File: config.mk
export PLATFORM = sky130hd
export DESIGN_NAME = control_sequencer
export DESIGN_NICKNAME = d
export VERILOG_FILES = /design/src/rtl/ctrl_seq_pkg.sv /design/src/rtl/ctrl_seq_watchdog.sv /design/src/rtl/control_sequencer.sv
export SDC_FILE = /design/constraint.sdc
export NUM_CORES = 1
export LEC_CHECK = 0
export ABC_AREA = 0
export CAP_MARGIN = 10
export CORE_MARGIN = 3
export CORE_UTILIZATION = 32
export DETAILED_ROUTE_END_ITERATION = 7
export PLACE_DENSITY = 0.83
export SLEW_MARGIN = 20
export SYNTH_ARGS = -nofsm -noshare
export SYNTH_HDL_FRONTEND = slang
export SYNTH_HIERARCHICAL = 1
export SYNTH_SLANG_ARGS = --single-unit
File: constraint.sdc
create_clock -name CLK -period 1.06 [get_ports CLK]
set_input_delay 0.159 -clock CLK [delete_from_list [all_inputs] [get_ports CLK]]
set_output_delay 0.159 -clock CLK [all_outputs]
set_load 0.02 [all_outputs]
File: src/rtl/ctrl_seq_pkg.sv
`default_nettype none
// ============================================================================
// Module      : ctrl_seq_pkg
// Description : Shared types and helpers for control_sequencer: FSM state
//               enum, opcode class encodings, register-file indices and
//               the opcode class extraction function.
// Revision    : 1.0 - initial release
// ============================================================================
package ctrl_seq_pkg;

    typedef enum logic [2:0] {
        ST_IDLE   = 3'd0,
        ST_FETCH  = 3'd1,
        ST_DECODE = 3'd2,
        ST_EXEC   = 3'd3,
        ST_MEM    = 3'd4,
        ST_WB     = 3'd5,
        ST_HALT   = 3'd6,
        ST_FAULT  = 3'd7
    } state_t;

    typedef enum logic [1:0] {
        CLS_ALU = 2'b00,
        CLS_MEM = 2'b01,
        CLS_BR  = 2'b10,
        CLS_SYS = 2'b11
    } cls_t;

    localparam int REG_PC = 0;
    localparam int REG_IR = 1;
    localparam int REG_A  = 2;

    // Class lives in the two most significant opcode bits; the opcode is
    // passed zero-extended so one function serves every OPCODE_W.
    function automatic cls_t get_class(input logic [31:0] op, input int w);
        logic [31:0] t;
        t = op >> (w - 2);
        return cls_t'(t[1:0]);
    endfunction

endpackage
`default_nettype wire

File: src/rtl/ctrl_seq_watchdog.sv
`default_nettype none
// ============================================================================
// Module      : ctrl_seq_watchdog
// Description : Memory wait-state counter with terminal-count compare. The
//               count runs while the sequencer is stalled on MEM_READY and
//               clears whenever it is not.
// Revision    : 1.0 - initial release
// ============================================================================
module ctrl_seq_watchdog #(
    parameter int MEM_TIMEOUT = 15
) (
    input  logic clk,
    input  logic rst,
    input  logic waiting,
    output logic timeout
);

    localparam int CNT_W = $clog2(MEM_TIMEOUT + 1);

    logic [CNT_W-1:0] count;

    // Count consecutive stalled cycles; any non-stalled cycle (state entry,
    // or the MEM_READY cycle that leaves the state) clears it.
    always_ff @(posedge clk or posedge rst) begin
        if (rst) begin
            count <= '0;
        end else if (waiting) begin
            count <= count + CNT_W'(1);
        end else begin
            count <= '0;
        end
    end

    // Fires on the stalled cycle whose increment would reach the limit, so
    // a MEM_READY in that same cycle (waiting=0) always wins.
    assign timeout = waiting && (count == CNT_W'(MEM_TIMEOUT - 1));

endmodule
`default_nettype wire

File: src/rtl/control_sequencer.sv
`default_nettype none
// ============================================================================
// Module      : control_sequencer
// Description : Multi-cycle control-bus FSM (fetch/decode/exec/mem/wb) with
//               memory wait-state handshake, conditional branch and HALT.
//               Build macro CTRL_SEQ_TIMEOUT_EN adds the memory-timeout
//               watchdog and makes the FAULT state reachable.
// Revision    : 1.0 - initial release
// ============================================================================
module control_sequencer
    import ctrl_seq_pkg::*;
#(
    parameter int OPCODE_W    = 5,
    parameter int FLAG_W      = 4,
    parameter int NUM_REGS    = 5,
    parameter int MEM_TIMEOUT = 15
) (
    input  logic                        CLK,
    input  logic                        RST,
    input  logic                        ENABLE,
    input  logic [OPCODE_W-1:0]         OPCODE,
    input  logic [FLAG_W-1:0]           FLAGS,
    input  logic                        MEM_READY,
    output logic                        RD_EN,
    output logic                        WR_EN,
    output logic                        INC_PC,
    output logic                        LOAD_REG,
    output logic                        MODE,
    output logic                        MUX_SELECT_A,
    output logic                        MUX_SELECT_B,
    output logic [$clog2(NUM_REGS)-1:0] LOAD_SELECT,
    output logic                        HALTED,
    output logic                        FAULT
);

    localparam int SEL_W  = $clog2(NUM_REGS);
    localparam int FIDX_W = $clog2(FLAG_W);

    state_t             state;
    logic               mem_store;
    logic               timeout;
    cls_t               cls;
    logic               is_halt;
    logic               br_taken;
    logic [FIDX_W-1:0]  flag_idx;
    state_t             boundary;

    assign cls      = get_class(32'(OPCODE), OPCODE_W);
    assign is_halt  = (cls == CLS_SYS) && (&OPCODE);
    assign flag_idx = OPCODE[FIDX_W-1:0];
    assign br_taken = (32'(flag_idx) < FLAG_W) && FLAGS[flag_idx];
    assign boundary = ENABLE ? ST_FETCH : ST_IDLE;

`ifdef CTRL_SEQ_TIMEOUT_EN
    logic waiting;
    assign waiting = ((state == ST_FETCH) || (state == ST_MEM)) && !MEM_READY;

    ctrl_seq_watchdog #(
        .MEM_TIMEOUT (MEM_TIMEOUT)
    ) u_watchdog (
        .clk     (CLK),
        .rst     (RST),
        .waiting (waiting),
        .timeout (timeout)
    );
`else
    assign timeout = 1'b0;
`endif

    // Sequencer state plus the memory direction captured in EXEC so the
    // strobe stays stable for the whole access.
    always_ff @(posedge CLK or posedge RST) begin
        if (RST) begin
            state     <= ST_IDLE;
            mem_store <= 1'b0;
        end else begin
            case (state)
                ST_IDLE:   if (ENABLE) state <= ST_FETCH;
                ST_FETCH: begin
                    if (MEM_READY)    state <= ST_DECODE;
                    else if (timeout) state <= ST_FAULT;
                end
                ST_DECODE: state <= ST_EXEC;
                ST_EXEC: begin
                    if (cls == CLS_MEM) begin
                        state     <= ST_MEM;
                        mem_store <= OPCODE[0];
                    end else if (is_halt) begin
                        state <= ST_HALT;
                    end else begin
                        state <= boundary;
                    end
                end
                ST_MEM: begin
                    if (MEM_READY)    state <= mem_store ? boundary : ST_WB;
                    else if (timeout) state <= ST_FAULT;
                end
                ST_WB:     state <= boundary;
                ST_HALT:   state <= ST_HALT;
                ST_FAULT:  state <= ST_FAULT;
                default:   state <= ST_IDLE;
            endcase
        end
    end

    logic fault_state;

    // Control bus decode: state alone, except EXEC which also looks at the
    // opcode and flags.
    always_comb begin
        RD_EN        = 1'b0;
        WR_EN        = 1'b0;
        INC_PC       = 1'b0;
        LOAD_REG     = 1'b0;
        MODE         = 1'b0;
        MUX_SELECT_A = 1'b0;
        MUX_SELECT_B = 1'b0;
        LOAD_SELECT  = '0;
        HALTED       = 1'b0;
        fault_state  = 1'b0;
        case (state)
            ST_FETCH: begin
                RD_EN       = 1'b1;
                LOAD_SELECT = SEL_W'(REG_IR);
            end
            ST_DECODE: begin
                LOAD_REG    = 1'b1;
                LOAD_SELECT = SEL_W'(REG_IR);
                INC_PC      = 1'b1;
            end
            ST_EXEC: begin
                if (cls == CLS_ALU) begin
                    LOAD_REG     = 1'b1;
                    LOAD_SELECT  = SEL_W'(NUM_REGS - 1);
                    MODE         = OPCODE[2];
                    MUX_SELECT_A = OPCODE[1];
                    MUX_SELECT_B = OPCODE[0];
                end else if ((cls == CLS_BR) && br_taken) begin
                    LOAD_REG    = 1'b1;
                    LOAD_SELECT = SEL_W'(REG_PC);
                end
            end
            ST_MEM: begin
                RD_EN = !mem_store;
                WR_EN = mem_store;
            end
            ST_WB: begin
                LOAD_REG    = 1'b1;
                LOAD_SELECT = SEL_W'(REG_A);
            end
            ST_HALT:  HALTED      = 1'b1;
            ST_FAULT: fault_state = 1'b1;
            default: begin
            end
        endcase
    end

`ifdef CTRL_SEQ_TIMEOUT_EN
    assign FAULT = fault_state;
`else
    assign FAULT = 1'b0;
    logic unused_fault_state;
    assign unused_fault_state = fault_state;
`endif

endmodule
`default_nettype wire

# Yosys cells after proc, flatten, opt, wreduce, memory -nomap -nowiden
# Cells that the tools add are included.
# Widths: inputs -> output; s select.
dict set report totals {
  ff_bits 4
  input_bits 13
  output_inout_bits 12
}
dict set report op_classes {
  n_lt_le_gt_ge 1
  eq_ne 13
  n_mux 25
  n_reduce_logical 10
}
# op count
set ops {}
lappend ops {{$pmux 3 s8} 1}
lappend ops {{$mux 3} 7}
lappend ops {{$mux 1} 13}
lappend ops {{$eq 3x3->1 const B} 4}
lappend ops {{$pmux 3 s3} 1}
lappend ops {{$eq 3x2->1 const B} 2}
lappend ops {{$ne 2x2->1 const B} 3}
lappend ops {{$reduce_and 5->1} 1}
lappend ops {{$eq 2x2->1 const B} 2}
lappend ops {{$pmux 1 s2} 2}
lappend ops {{$reduce_or 2->1} 2}
lappend ops {{$eq 3x1->1 const B} 1}
lappend ops {{$logic_not 3->1} 1}
lappend ops {{$lt 2x3->1 const B} 1}
lappend ops {{$reduce_and 3->1} 1}
lappend ops {{$bmux 1 s2} 1}
lappend ops {{$eq 2x1->1 const B} 1}
lappend ops {{$logic_and 1x1->1} 2}
lappend ops {{$logic_not 2->1} 1}
lappend ops {{$reduce_and 2->1} 1}
lappend ops {{$logic_not 1->1} 1}

# Depth between registers and ports, before layout
# Gate-level depths: netlist of run 1.
dict set report depth {
  depth_word 6
  depth_mapped 5
}

# Worst setup path after synthesis of run 1
# Ideal clock, no wire load.
dict set report synth_timing {
  kind {register -> output}
  start {register state[0]}
  end {output LOAD_REG}
  arrival_time_ns 1.322
  slack_ns -0.421
  path_stages_with_launch 5
  n_path_buf 1
  cell_sequence {dfrtp_1 buf_4 nor3_1 nor2_1 nand2_1}
}
dict set report synth_between {
  elab_chain_len 3
  word_cells_on_any_way 5
  classes_between {eq/ne: 3; mux: 1; reduce/logical: 1}
}
# item line_no
set synth_lines {}
lappend synth_lines {{start, declared} control_sequencer.sv:39} ;# state_t state;
lappend synth_lines {{start signal, assigned} control_sequencer.sv:91} ;# state <= boundary;
lappend synth_lines {{start signal, assigned} control_sequencer.sv:95} ;# if (MEM_READY) state <= mem_store ? boundary : ST_WB;
lappend synth_lines {{start signal, assigned} control_sequencer.sv:98} ;# ST_WB: state <= boundary;
lappend synth_lines {{$eq 3x3->1 or $eq 3x2->1 (tied branches)} control_sequencer.sv:121} ;# case (state)
lappend synth_lines {{$reduce_or 2->1 (no source line)} n/a}
lappend synth_lines {{$pmux 1 s2 *} control_sequencer.sv:121}
lappend synth_lines {{end, declared} control_sequencer.sv:27} ;# output logic LOAD_REG,
# Every way passes the cells marked *; elsewhere a longest branch is shown, timed or not.

# Worst setup path in the final report of run 1
dict set report layout_timing {
  start {register state[0]}
  end {output RD_EN}
}
dict set report layout_between {
  elab_chain_len 2
  word_cells_on_any_way 3
  classes_between {eq/ne: 2; mux: 1}
}
# item line_no
set layout_lines {}
lappend layout_lines {{$eq 3x3->1 or $eq 3x1->1 (tied branches)} control_sequencer.sv:121}
lappend layout_lines {{$pmux 1 s2 *} control_sequencer.sv:121}
lappend layout_lines {{end, declared} control_sequencer.sv:24} ;# output logic RD_EN,
# Marks and branches as above.

==> summary.txt, run 1 <==
Status
  – Status: finished, violations left
  – Violations in the final reports: negative setup slack

Worst setup path
  – Maximum fanout along the worst path: 4
  – Crit path DAT: about 1.3 ns
  – Critical Path RT: 0.90 ns
  – CP Launch Type: register
  – R2r endpoint: mem_store$_DFFE_PP0P_
  – Worst path slowest cell: dfrtp_2
  – Worst setup EP type: output pin
  – Slowest cell delay on critical path: about 0.43 ns
  – Worst r2r src: state[2]$_DFFE_PP0P_
  – WS Path Type: reg2out
  – Reg2reg setup slack: -0.42 ns
  – R2r worst-path depth: 6
  – Crit-path cells: buf_4, nand2b_4, nor2_1, o21a_1, buf_6

Timing
  – Crit path time final: about 1.5 ns
  – Clock skew: 0.00597 ns
  – Slew Viols, Final: 0
  – Finish-stage setup viols: 14
  – Final Hold Vio Count: 0
  – Tcrit/Tclk final: 1.40
  – Final WS setup: -0.427 ns
  – Fmax: between 600 and 700 MHz
  – Setup TNS: -4.99 ns
  – Unrepaired setup endpoints after global routing: true

Global route
  – Vias in the first global route: between 500 and 600
  – GRT Util Overall: 0.197
  – Initial antenna violation count: 0
  – First-pass GRT wire length: about 2700 microns
  – Largest net degree at the start of global routing: 13
  – Remaining Overflow, GRT: 0

Detailed routing
  – Drt drc: 0
  – Wirelength per Cell: 14.8 microns
  – 1st-pass router iterations: 4
  – Iteration-0 DRC Markers: 2
  – Post-DRT Antenna Nets: 0
  – Final WL: between 1500 and 2000 microns
  – Via density: between 5 and 6
  – Routed via count: 554

Finish
  – Area Overhead vs Synth: 122%
  – Diodes inserted: 0
  – Layout cells sized above 1: 0.638
  – Nets: between 100 and 150
  – Post-route cell area: around 970 sq um

Floorplanning
  – Initial Utilization: 0.368
  – # rows: 12
  – Height of the die: ~43 microns
  – Core area: 1190 sq um
  – Die W: roughly 43 microns
  – Die Area: 1840 sq um
  – I/O pins: 25

Synthesis
  – Yosys cell types: 30
  – Post-synth EDFFs: 0
  – Syn avg cell area: 8.40 sq um
  – Yosys reg bits: 4
  – FFs w/ async S/R, synth: 1.00
  – Syn nets: 65
  – Synth Instances: 52
  – Synth warn: 6
  – Synth top area cells: dfrtp_1 (23%), buf_4 (5.2%), mux4_2 (5.2%)
  – Post-synth top flop: dfrtp_1
  – Top cells by count, synth: nor2_1 (5), dfrtp_1 (4)
  – Synthesized area: approximately 440 sq um
  – Most frequent cell after synthesis: nor2_1
  – Register area share after synthesis: 0.229
  – Cell taking the most area after synthesis: dfrtp_1
  – Top cell type's share of synthesized area: 0.229

Placement
  – Placed Area: slightly above 800 sq um
  – Port buffer count: 23
  – Pre-CTS WS: -1.00 ns
  – Dpl hpwl: about 1000 microns
  – RePlAce Congestion: 0.815

Pwr
  – Net Sw Frac: 0.430
  – Internal: between 1 and 1.5 mW
  – Total Power: 2.59 mW
  – Max VDD drop: approximately 0.0015 V
  – Leak pwr: 0.485 nW
  – PD cells: 2670 nW/um^2
  – Sw power: about 1.1 mW
  – Logic pwr share: 0.805
  – Flop pwr share: 0.120
  – Clock Power Share: 0.075

CTS
  – Num CTS Buffers: 3
  – Clk sinks: 4
  – Max H-tree Level: 1
  – CTS tree: built
  – Hold_buf cts: 0
  – Clk_lat worst skew: ~0.24 ns
  – Worst-path clk slew: around 0.04 ns
  – CTS Buffer Depth: 2
  – Root Driver: clkbuf_4

Min path
  – HP Class: in2async

Flow run
  – Max-cap violations: 0
power by group through the flow:
stage	combinational, mW	clock (mW)	sequential [mW]
after floorplan	0.972	0	0.285
after global placement	1.56	0	0.298
after detailed placement	1.59	0	0.299
after CTS	1.85	0.197	0.309
after global routing	2.24	0.220	0.321
final	2.08	0.194	0.311
routing by layer:
| metal | global-route usage | part of all wire | vias to the layer above |
|---|---|---|---|
| li1 | - | - | 269 |
| met2 | 0.368 | 0.56 | 27 |
| met3 | 0.0593 | 0.059 | 4 |
| met1 | 0.211 | 0.36 | 254 |
| met4 | 0.0542 | 0.025 | 0 |
| met5 | 0 | 0 | - |
repair_timing:
action | in CTS | in global routing
buffers inserted | 3 | 2
pin swaps | 7 | 12
setup endpoints to repair | 15 | 15
resized for setup | 74 | 18
final cells by class:
cell class | instances | area [sq um]
inverters | 4 | 17.5
flip-flops and latches | 4 | 101
well taps | 14 | 17.5
fillers | 79 | 216
repair buffers | 43 | 425
clock buffers | 3 | 22.5
multi-input cells | 40 | 385
layout by cell type, fill, tap and decap left out, types with 2 or more instances in the layout:
master / count
dlygate4sd2_1: 2
a21oi_2: 2
inv_1: 2
mux2i_1: 2
buf_4: 15
buf_6: 14
clkbuf_4: 3
nand2_1: 2
o21a_1: 2
nor2_2: 3
o21ai_2: 2
and2_4: 3
nor2_1: 2
o21ai_1: 2
clkdlybuf4s50_1: 5
dfrtp_1: 3
dlymetal6s2s_1: 5
critical path, delay by kind of cell (launching register included):
| kind | cells | cell delay, ns |
|---|---|---|
| simple gates | 2 | 0.25 |
| compound gates | 1 | 0.14 |
| flops | 1 | 0.43 |
| buf+inv | 2 | 0.26 |
logic make-up after synthesis:
family,count (synthesis),synth area share
XOR/XNOR,1,0.0201
multiplexers,4,0.132
other,1,0.00859
flip-flops,4,0.229
AO/OA/AOI/OAI,13,0.192
buffers and inverters,8,0.112
AND/OR/NAND/NOR,21,0.307
how the worst max path moves through the flow:
stage,startpoint,end,slack [ns],cells after the start
after floorplan,state[1]$_DFFE_PP0P_,MODE,-0.30,3
after global routing,state[2]$_DFFE_PP0P_,MODE,-0.51,5
final,state[0]$_DFFE_PP0P_,RD_EN,-0.43,5
after detailed placement,OPCODE[0],LOAD_REG,-1.00,5
after global placement,OPCODE[0],LOAD_REG,-0.98,5
after CTS,state[2]$_DFFE_PP0P_,MUX_SELECT_B,-0.54,5
registers in the layout, summed over array words and instances (netlist names):
signal,count
mem_store,1
state,3
stage by stage:
stage	hold WS [ns]	utilization	std cells
after CTS	0.107	0.764	107
after global placement	0.347	0.680	101
after floorplan	-0.0749	-	52
after global routing	0.117	0.818	108
final	0.106	0.818	108
after detailed placement	0.360	0.680	101
Note: power is estimated with default switching activity, not from simulation.
==> run 2: changes to the inputs <==
==> constraint.sdc (replaced) <==
create_clock -name CLK -period 1.32 [get_ports CLK]
set_input_delay 0.198 -clock CLK [delete_from_list [all_inputs] [get_ports CLK]]
set_output_delay 0.198 -clock CLK [all_outputs]
set_load 0.02 [all_outputs]
==> summary.txt, run 2 (synthesis gave the netlist of run 1 again) <==
Status
  – Status: finished, violations left (unchanged)
  – Violations in the final reports: negative setup slack (unchanged)

Global route
  – Remaining Overflow, GRT: 0 (unchanged)
  – Vias in the first global route: 552 (was 591)
  – GRT Util Overall: 0.169 (was 0.197)
  – First-pass GRT wire length: 2340 microns (was 2730 microns)
  – Initial antenna violation count: 0 (unchanged)
  – Largest net degree at the start of global routing: 13 (unchanged)

Floorplanning
  – Core area: 1190 sq um (unchanged)
  – Height of the die: 42.9 microns (unchanged)
  – I/O pins: 25 (unchanged)
  – # rows: 12 (unchanged)
  – Initial Utilization: 0.368 (unchanged)
  – Die Area: 1840 sq um (unchanged)
  – Die W: 42.9 microns (unchanged)

Finish
  – Most frequent cells in the layout: buf_4 (18), buf_6 (15), clkdlybuf4s50_1 (5) (was buf_4 (15), buf_6 (14), clkdlybuf4s50_1 (5), dlymetal6s2s_1 (5))
  – Commonest non-fill, non-tap cell in the layout: buf_4 (unchanged)
  – Area Overhead vs Synth: 117% (was 122%)
  – Nets: 111 (was 109)
  – Max FFs per register: 3 (unchanged)
  – Reg area: 101 sq um (unchanged)
  – Biggest register: state (unchanged)
  – Layout cells sized above 1: 0.594 (was 0.638)
  – Filler cell count: 74 (was 79)
  – Post-route cell area: 950 sq um (was 970 sq um)
  – Multi-input gate area: 364 sq um (was 385 sq um)
  – Fin cells: 110 (was 108)
  – Diodes inserted: 0 (unchanged)
  – Largest registers: state x3, mem_store x1 (unchanged)

CTS
  – Root Driver: clkbuf_4 (unchanged)
  – Max H-tree Level: 1 (unchanged)
  – Num CTS Buffers: 3 (unchanged)
  – Clk_lat worst skew: 0.24 ns (about the same)
  – CTS tree: built (unchanged)
  – Worst-path clk slew: 0.04 ns (about the same)
  – Clk sinks: 4 (unchanged)
  – CTS Buffer Depth: 2 (unchanged)

Placement
  – RePlAce Congestion: 0.727 (was 0.815)
  – Dpl hpwl: 1040 microns (was 1050 microns)
  – Placed cell count: 99 (was 101)
  – Port buffer count: 23 (unchanged)
  – Pre-CTS WS: -0.833 ns (was -1.00 ns)
  – Placed Area: 776 sq um (was 807 sq um)

Pwr
  – Flop pwr share: 0.131 (was 0.120)
  – Leak pwr: 0.462 nW (was 0.485 nW)
  – Net Sw Frac: 0.434 (was 0.430)
  – Max VDD drop: 0.00132 V (was 0.00145 V)
  – PD cells: 2130 nW/um^2 (was 2670 nW/um^2)
  – Logic pwr share: 0.795 (was 0.805)
  – Clock Power Share: 0.074 (was 0.075)
  – Sw power: 877 uW (was 1.11 mW)
  – Internal: 1.14 mW (was 1.47 mW)

Worst setup path
  – R2r endpoint: mem_store$_DFFE_PP0P_ (unchanged)
  – CP Launch Type: register (unchanged)
  – Critical Path RT: 1.12 ns (was 0.90 ns)
  – Worst r2r src: state[0]$_DFFE_PP0P_ (was state[2]$_DFFE_PP0P_)
  – Crit path DAT: 1.42 ns (was 1.33 ns)
  – Reg2reg setup slack: -0.06 ns (was -0.42 ns)
  – WS Path Type: reg2out (unchanged)
  – R2r worst-path depth: 5 (was 6)
  – Crit path launch: state[1]$_DFFE_PP0P_ (was state[0]$_DFFE_PP0P_)
  – Worst setup EP type: output pin (unchanged)
  – Maximum fanout along the worst path: 5 (was 4)

Timing
  – Clock skew: 0.00617 ns (was 0.00597 ns)
  – Finish-stage setup viols: 13 (was 14)
  – Setup TNS: -2.20 ns (was -4.99 ns)
  – Tcrit/Tclk final: 1.23
  – Crit path time final: 1.62 ns
  – Final Hold Vio Count: 0 (unchanged)
  – Fmax: ~620 MHz
  – Slew Viols, Final: 0 (unchanged)
  – Final WS setup: -0.298 ns (was -0.427 ns)
  – Unrepaired setup endpoints after global routing: true (unchanged)

Detailed routing
  – Final WL: 1770 microns (was 1600 microns)
  – Drt drc: 0 (unchanged)
  – Wirelength per Cell: 16.1 microns (was 14.8 microns)
  – Routed via count: 582 (was 554)
  – 1st-pass router iterations: 4 (unchanged)
  – Iteration-0 DRC Markers: 11 (was 2)
  – Via density: 5.29 (was 5.13)
  – Post-DRT Antenna Nets: 0 (unchanged)

Min path
  – HP Class: in2async (unchanged)

Flow run
  – Max-cap violations: 0 (unchanged)
==> run 2: critical path, stage by stage (launching register included) <==
cell and delay [ns]:
dfrtp_1 0.37, inv_2 0.05, buf_4 0.13, buf_6 0.13, and3_4 0.18, nor2_2 0.11, nand2_1 0.08, buf_6 0.13
==> run 2: worst max path at each step <==
stage	end	depth (start not counted)
6_report	LOAD_REG	7
4_1_cts	MUX_SELECT_A	5
2_1_floorplan	MODE	3
3_3_place_gp	LOAD_REG	5
3_5_place_dp	LOAD_REG	5
5_1_grt	LOAD_REG	7
==> run 2: timing repair <==
action                                 4_1_cts  5_1_grt
resized for setup                           66       24
pin swaps                                    5        6
setup endpoints to repair                   13       13
endpoints found under the hold margin        0        0
hold buffers                                 0        0
setup buffers                                3        5
==> run 2: power by group through the flow <==
stage               clock network, mW  registers (mW)  logic [mW]
global placement                    0           0.246        1.16
detailed placement                  0           0.251        1.18
CTS                             0.156           0.261        1.32
global route                    0.179           0.275        1.69
floorplan                           0           0.224       0.728
finish                          0.150           0.265        1.61
==> run 2: per-layer routing <==
layer,vias up,track usage,share of wire
met3,0,0.0339,0.061
met1,283,0.178,0.35
li1,274,-,-
met5,-,0,0
met2,25,0.317,0.59
met4,0,0.0723,0
==> run 2: final cells by class <==
class | count | area share
Multi-Input combinational cell | 40 | 0.383
Clock buffer | 3 | 0.0237
Inverter | 4 | 0.0184
Timing Repair Buffer | 45 | 0.449
Sequential cell | 4 | 0.107
Tap cell | 14 | 0.0184
==> run 2: stage by stage <==
stage,power (mW),util,hold WS (ns)
4_1_cts,1.74,0.708,0.139
6_report,2.02,0.801,0.141
2_1_floorplan,0.953,-,-0.0359
3_3_place_gp,1.41,0.654,0.388
5_1_grt,2.15,0.801,0.145
3_5_place_dp,1.43,0.654,0.393
==> patch 1, RTL diff (config.mk and constraints of run 1) <==
Change the parameter `OPCODE_W` from 5 to 7.
--- a/src/rtl/control_sequencer.sv
+++ b/src/rtl/control_sequencer.sv
@@ -10,7 +10,7 @@
 module control_sequencer
     import ctrl_seq_pkg::*;
 #(
-    parameter int OPCODE_W    = 5,
+    parameter int OPCODE_W    = 7,
     parameter int FLAG_W      = 4,
     parameter int NUM_REGS    = 5,
     parameter int MEM_TIMEOUT = 15
Ports: changed (resized OPCODE); port bits go from 25 to 27. No check against the original RTL was run, so the function may have changed too.
==> patch 1 against run 1 <==
- the run still ends with setup timing left
- count of clock-buffer cells in the layout is the same
- sequential cell count is the same
- fmax shrank 3.4%
- setup slack lost 0.053 ns
- wire length grew 19%
- design area grew 5.3%
- total power grew 15%
- non-clock buffer count grew 4
- area after synthesis grew 2.0%
==> patch 1: results (changes against run 1) <==
----------------------------------------------------
[Synth]
  Post-synth net total ... 73 (+12%)
  Post-synth top cells ... sky130_fd_sc_hd__nor2_1, sky130_fd_sc_hd__dfrtp_1, sky130_fd_sc_hd__inv_1
  Synth cell types ... 34 (+13%)
  Top cells by area, synth ... sky130_fd_sc_hd__dfrtp_1, sky130_fd_sc_hd__nor2_1, sky130_fd_sc_hd__mux4_2
  Predominant post-synthesis flop cell ... sky130_fd_sc_hd__dfrtp_1
  Sequential area share after synthesis ... 22.47% (-0.45 points)
  Number of warnings reported in the yosys synthesis log ... 6 (unchanged)

[Worst setup path]
  Highest net fanout along the worst path ... 4 (unchanged)
  Data arrival time of the critical path ... 1.38 ns (+0.05 ns)
  Register-to-register setup slack ... -0.43 ns
  Critical Path Slowest Stage Cell ... sky130_fd_sc_hd__dfrtp_1
  Cell family with most CP delay ... simple AND/OR/NAND/NOR gates
  Capture point of the worst reg-to-reg path ... state[2]
  Maximum cell stage delay along the critical path ... 0.37 ns (-0.06 ns)
  Reg-to-Reg Start ... state[1]
  R2R depth ... 6 (unchanged)

[Clock network]
  # resized after CTS ... 88 (+19%)
  Insertion delay to the later sink of the worst-skew pair ... 0.24 ns (about the same)
  Number of buffers added for setup after CTS ... 6 (+3)
  Total CTS buffers ... 3 (unchanged)
  Clock H-tree levels ... 1 (unchanged)
  Root buffer cell ... sky130_fd_sc_hd__clkbuf_4
  Clk slew on worst S/H paths ... 0.04 ns (about the same)

[Route]
  Vias post-DR ... 651 (+18%)
  Per-cell routed wire length ... 16.32 um (+10%)
  Count of routing violations after the opening detailed-route iteration ... 9 (+7)
  Number of optimization iterations in the first detailed-route pass ... 4 (unchanged)

[Power and ir drop]
  Power attributed to the clock group ... 0.000189 W (-3%)
  Clock share of power ... 6.3% (-1.2 points)
  Pint ... 0.001662 W (+13%)
  Share of power burned in registers ... 10.7% (-1.3 points)
  Peak ir drop on the vdd network ... 1700 uV (+17%)
  Leakage Power ... 0.4760 nW (-1.8%)

[STA]
  Summed negative setup slack over all endpoints ... -5.514 ns (-0.5230 ns)
  Worst-case clock skew ... 0.006846 ns (+0.0008737 ns)
  Final count of negative-setup-slack endpoints ... 15 (+1)
  Setup WS post-layout ... -0.4800 ns (-0.05288 ns)

[GRT]
  Number of global-route vias before repair ... 718 (+21%)
  Global Route Usage Sum ... 21.76% (+2.0 points)
  Largest net degree at the start of global routing ... 10 (-3)
  Global-route wire length before repair ... 3.105 mm (+14%)

[Cells and area]
  Regs by FF count ... state (3), mem_store (1)
  Post-Route Utilization ... 85.00% (+3.2 points)
  Filler cell count in the final layout ... 72 (-8.9%)
  Fraction of layout cells with a size suffix above 1 ... 65.05% (+1.2 points)
  Net count, final ... 120 (+10%)

[Place]
  Post-placement cell area ... 875.8 um2 (+8.5%)
  Pre-CTS setup slack ... -1.262 ns (-0.2572 ns)
  HPWL after DPL ... 1.197 mm (+14%)
  Number of buffers inserted by port buffering ... 25 (+8.7%)
  Placer's final routability congestion estimate ... 0.7871 (-3.5%)

[Run status]
  Result of the run ... finished with violations
  Violations in the final reports ... setup timing

----------------------------------------------------
[patch 1: cell count changes after synthesis, moves of 2 or more]
cell                      delta
sky130_fd_sc_hd__nor2b_1     +3
sky130_fd_sc_hd__nor2_1      +2
sky130_fd_sc_hd__buf_2       +3
sky130_fd_sc_hd__o21a_1      -2
sky130_fd_sc_hd__mux2i_1     -2
[patch 1: worst max-delay path by stage]
stage,startpoint,endpoint,slack [ns],depth (start not counted)
2_1_floorplan,state[2],MODE,-0.24,4
3_3_place_gp,OPCODE[0],LOAD_REG,-1.19,6
3_5_place_dp,OPCODE[0],LOAD_REG,-1.26,6
4_1_cts,state[0],MODE,-0.43,5
5_1_grt,state[0],MODE,-0.56,5
6_report,state[0],MUX_SELECT_B,-0.48,5
[patch 1: final cells by class]
cell class	count	area share, %
multi-input combinational	45	43.63
timing repair buffer	47	40.44
sequential	4	9.804
clock buffer	3	2.206
inverter	4	2.206
tap	14	1.716
[patch 1: layer usage]
metal	track usage (%)	share of wire, %	up-vias
met5	0	0	-
met4	6.627	3.3	0
met3	2.966	6.0	9
met2	43.66	56	34
met1	22.47	35	307
li1	-	-	301
[patch 1: kinds of logic (layout without fill, tap and decap cells)]
kind of cell | count (synthesis) | after routing | synth area share (%)
DFF | 4 | 4 | 22.47
AOI/OAI and AO/OA | 14 | 14 | 23.60
buffers and inverters | 9 | 54 | 10.11
xor gates and xnor gates | 1 | 1 | 1.967
other | 1 | 1 | 0.8419
muxes | 3 | 3 | 10.11
and+or+nand+nor | 26 | 26 | 30.90
[patch 1: stage by stage]
step / instances / hold slack [ns]
finish: 117 / 0.1357
detailed placement: 108 / 0.3471
CTS: 117 / 0.1326
floorplan: 58 / -0.07492
global route: 117 / 0.1405
global placement: 108 / 0.3434
==> patch 2, RTL diff (settings of run 1) <==
Made on the original files. Make the reset (`RST`) synchronous in one clocked block.
--- a/src/rtl/control_sequencer.sv
+++ b/src/rtl/control_sequencer.sv
@@ -69,7 +69,7 @@
 
     // Sequencer state plus the memory direction captured in EXEC so the
     // strobe stays stable for the whole access.
-    always_ff @(posedge CLK or posedge RST) begin
+    always_ff @(posedge CLK) begin
         if (RST) begin
             state     <= ST_IDLE;
             mem_store <= 1'b0;
Function: differs if RST is asserted again (counterexample within 4 cycles, from zero or initial values and one cycle with RST high); with RST held inactive, the same outputs for 10 cycles.
==> patch 2 against run 1 <==
- the flow still finishes with violations (setup timing)
- sequential cell count is the same
- via count grew 14%
- area after synthesis grew 0.86%
- largest cell class unchanged
- design area shrank 2.8%
- wire length grew 11%
- setup slack gained 0.057 ns
Power is left out: it rests on default switching activity, and per cell area and clock period it moved more than threefold.
==> patch 2: results (changes against run 1) <==
----------------------------------------------------
[Run status]
  Result of the run ... finished with violations
  Violations in the final reports ... setup timing

[Worst setup path]
  Setup crit start ... state[0]
  Cell family with most CP delay ... simple AND/OR/NAND/NOR gates
  Register-to-register setup slack ... -0.22 ns (+0.20 ns)
  Worst setup endpoint ... MUX_SELECT_B
  Data arrival time of the critical path ... 1.27 ns (-0.06 ns)
  Highest net fanout along the worst path ... 4 (unchanged)
  Maximum cell stage delay along the critical path ... 0.34 ns (-0.09 ns)
  Critical Path Slowest Stage Cell ... sky130_fd_sc_hd__dfxtp_2
  Capture point of the worst reg-to-reg path ... state[0]
  R2R depth ... 4 (-2)
  Reg-to-Reg Start ... state[2]

[Synth]
  Post-synthesis async set-or-reset flop share ... 0% (-100 points)
  Synth cell types ... 30 (unchanged)
  Post-synth top cells ... sky130_fd_sc_hd__nor2_1, sky130_fd_sc_hd__dfxtp_1, sky130_fd_sc_hd__inv_1
  Post-synth net total ... 70 (+7.7%)
  Sequential area share after synthesis ... 18.18% (-4.7 points)
  Top cells by area, synth ... sky130_fd_sc_hd__dfxtp_1, sky130_fd_sc_hd__mux2i_1, sky130_fd_sc_hd__nor2_1
  Predominant post-synthesis flop cell ... sky130_fd_sc_hd__dfxtp_1

[Route]
  Detail Route met2 WL ... 940 um (+5.4%)
  Vias post-DR ... 632 (+14%)
  Detailed route wirelength on metal3 ... 151 um (+61%)
  Count of routing violations after the opening detailed-route iteration ... 18 (+16)
  Top sig layer ... met4
  Met1 Routed Length ... 673 um (+17%)
  Per-cell routed wire length ... 15.38 um (+3.7%)

[STA]
  Setup WS post-layout ... -0.3704 ns (+0.05677 ns)
  Worst-case clock skew ... 0.003005 ns (-0.002967 ns)
  Final count of negative-setup-slack endpoints ... 14 (unchanged)
  Summed negative setup slack over all endpoints ... -3.530 ns (+1.461 ns)

[Clock network]
  Root buffer cell ... sky130_fd_sc_hd__clkbuf_4
  Insertion delay to the later sink of the worst-skew pair ... 0.24 ns (about the same)
  Clock H-tree levels ... 1 (unchanged)

[Place]
  Placer's final routability congestion estimate ... 0.8675 (+6.4%)
  Post-placement cell area ... 804.5 um2 (-0.31%)
  Pre-CTS setup slack ... -1.041 ns (-0.03598 ns)
  HPWL after DPL ... 1.206 mm (+15%)

[GRT]
  Largest net degree at the start of global routing ... 9 (-4)
  Global-route wire length before repair ... 2.622 mm (-3.8%)
  Global Route Usage Sum ... 18.97% (-0.77 points)

[Cells and area]
  Regs by FF count ... state (3), mem_store (1)
  Fraction of layout cells with a size suffix above 1 ... 61.76% (-2.1 points)
  Net count, final ... 117 (+7.3%)

[Worst hold path]
  Class of the tightest hold or removal check ... input pin to flip-flop

----------------------------------------------------
-- patch 2: worst min-delay path by stage --
stage / start / endpoint / slack, ns / cells past startpoint
floorplan: RST / state[1] / 0.23 / 1
global placement: mem_store / mem_store / 0.65 / 3
detailed placement: mem_store / mem_store / 0.66 / 3
CTS: OPCODE[0] / mem_store / 0.43 / 4
global route: OPCODE[0] / mem_store / 0.35 / 4
finish: OPCODE[0] / mem_store / 0.31 / 4
-- patch 2: worst reg2reg max path: stages, from the launching register on --
cell,delay [ns]
sky130_fd_sc_hd__dfxtp_4,0.38
sky130_fd_sc_hd__buf_4,0.15
sky130_fd_sc_hd__and2b_2,0.23
sky130_fd_sc_hd__a2111oi_4,0.32
sky130_fd_sc_hd__nor3_2,0.08
-- patch 2: cells by family after synthesis --
logic type	share of synthesized area, %
other	0.8515
XOR/XNOR	1.989
multiplexers	11.93
buffers and inverters	13.35
AO/OA/AOI/OAI	21.31
flip-flops	18.18
AND/OR/NAND/NOR	32.39
-- patch 2: stage by stage --
stage | instances | hold WS [ns]
3_3_place_gp | 107 | 0.6464
5_1_grt | 116 | 0.3505
6_report | 116 | 0.3078
2_1_floorplan | 57 | 0.2281
3_5_place_dp | 107 | 0.6595
4_1_cts | 114 | 0.4292
-- patch 2: area by class of cell --
class	count	area, um2
fill	84	259.0
clock buffer	3	22.52
tap	14	17.52
multi-input combinational	45	395.4
sequential	4	88.84
timing repair buffer	46	402.9
inverter	4	15.01
-- patch 2: timing repair --
item / CTS / global route
setup buffers: 4 / 2
pin swaps: 6 / 8
endpoints found under the setup margin: 15 / 15
resized for setup: 79 / 19
-- patch 2: layer usage --
layer / vias up / track usage [%]
li1: 294 / -
met1: 297 / 17.79
met2: 39 / 36.87
met3: 2 / 7.203
met4: 0 / 5.422
met5: - / 0
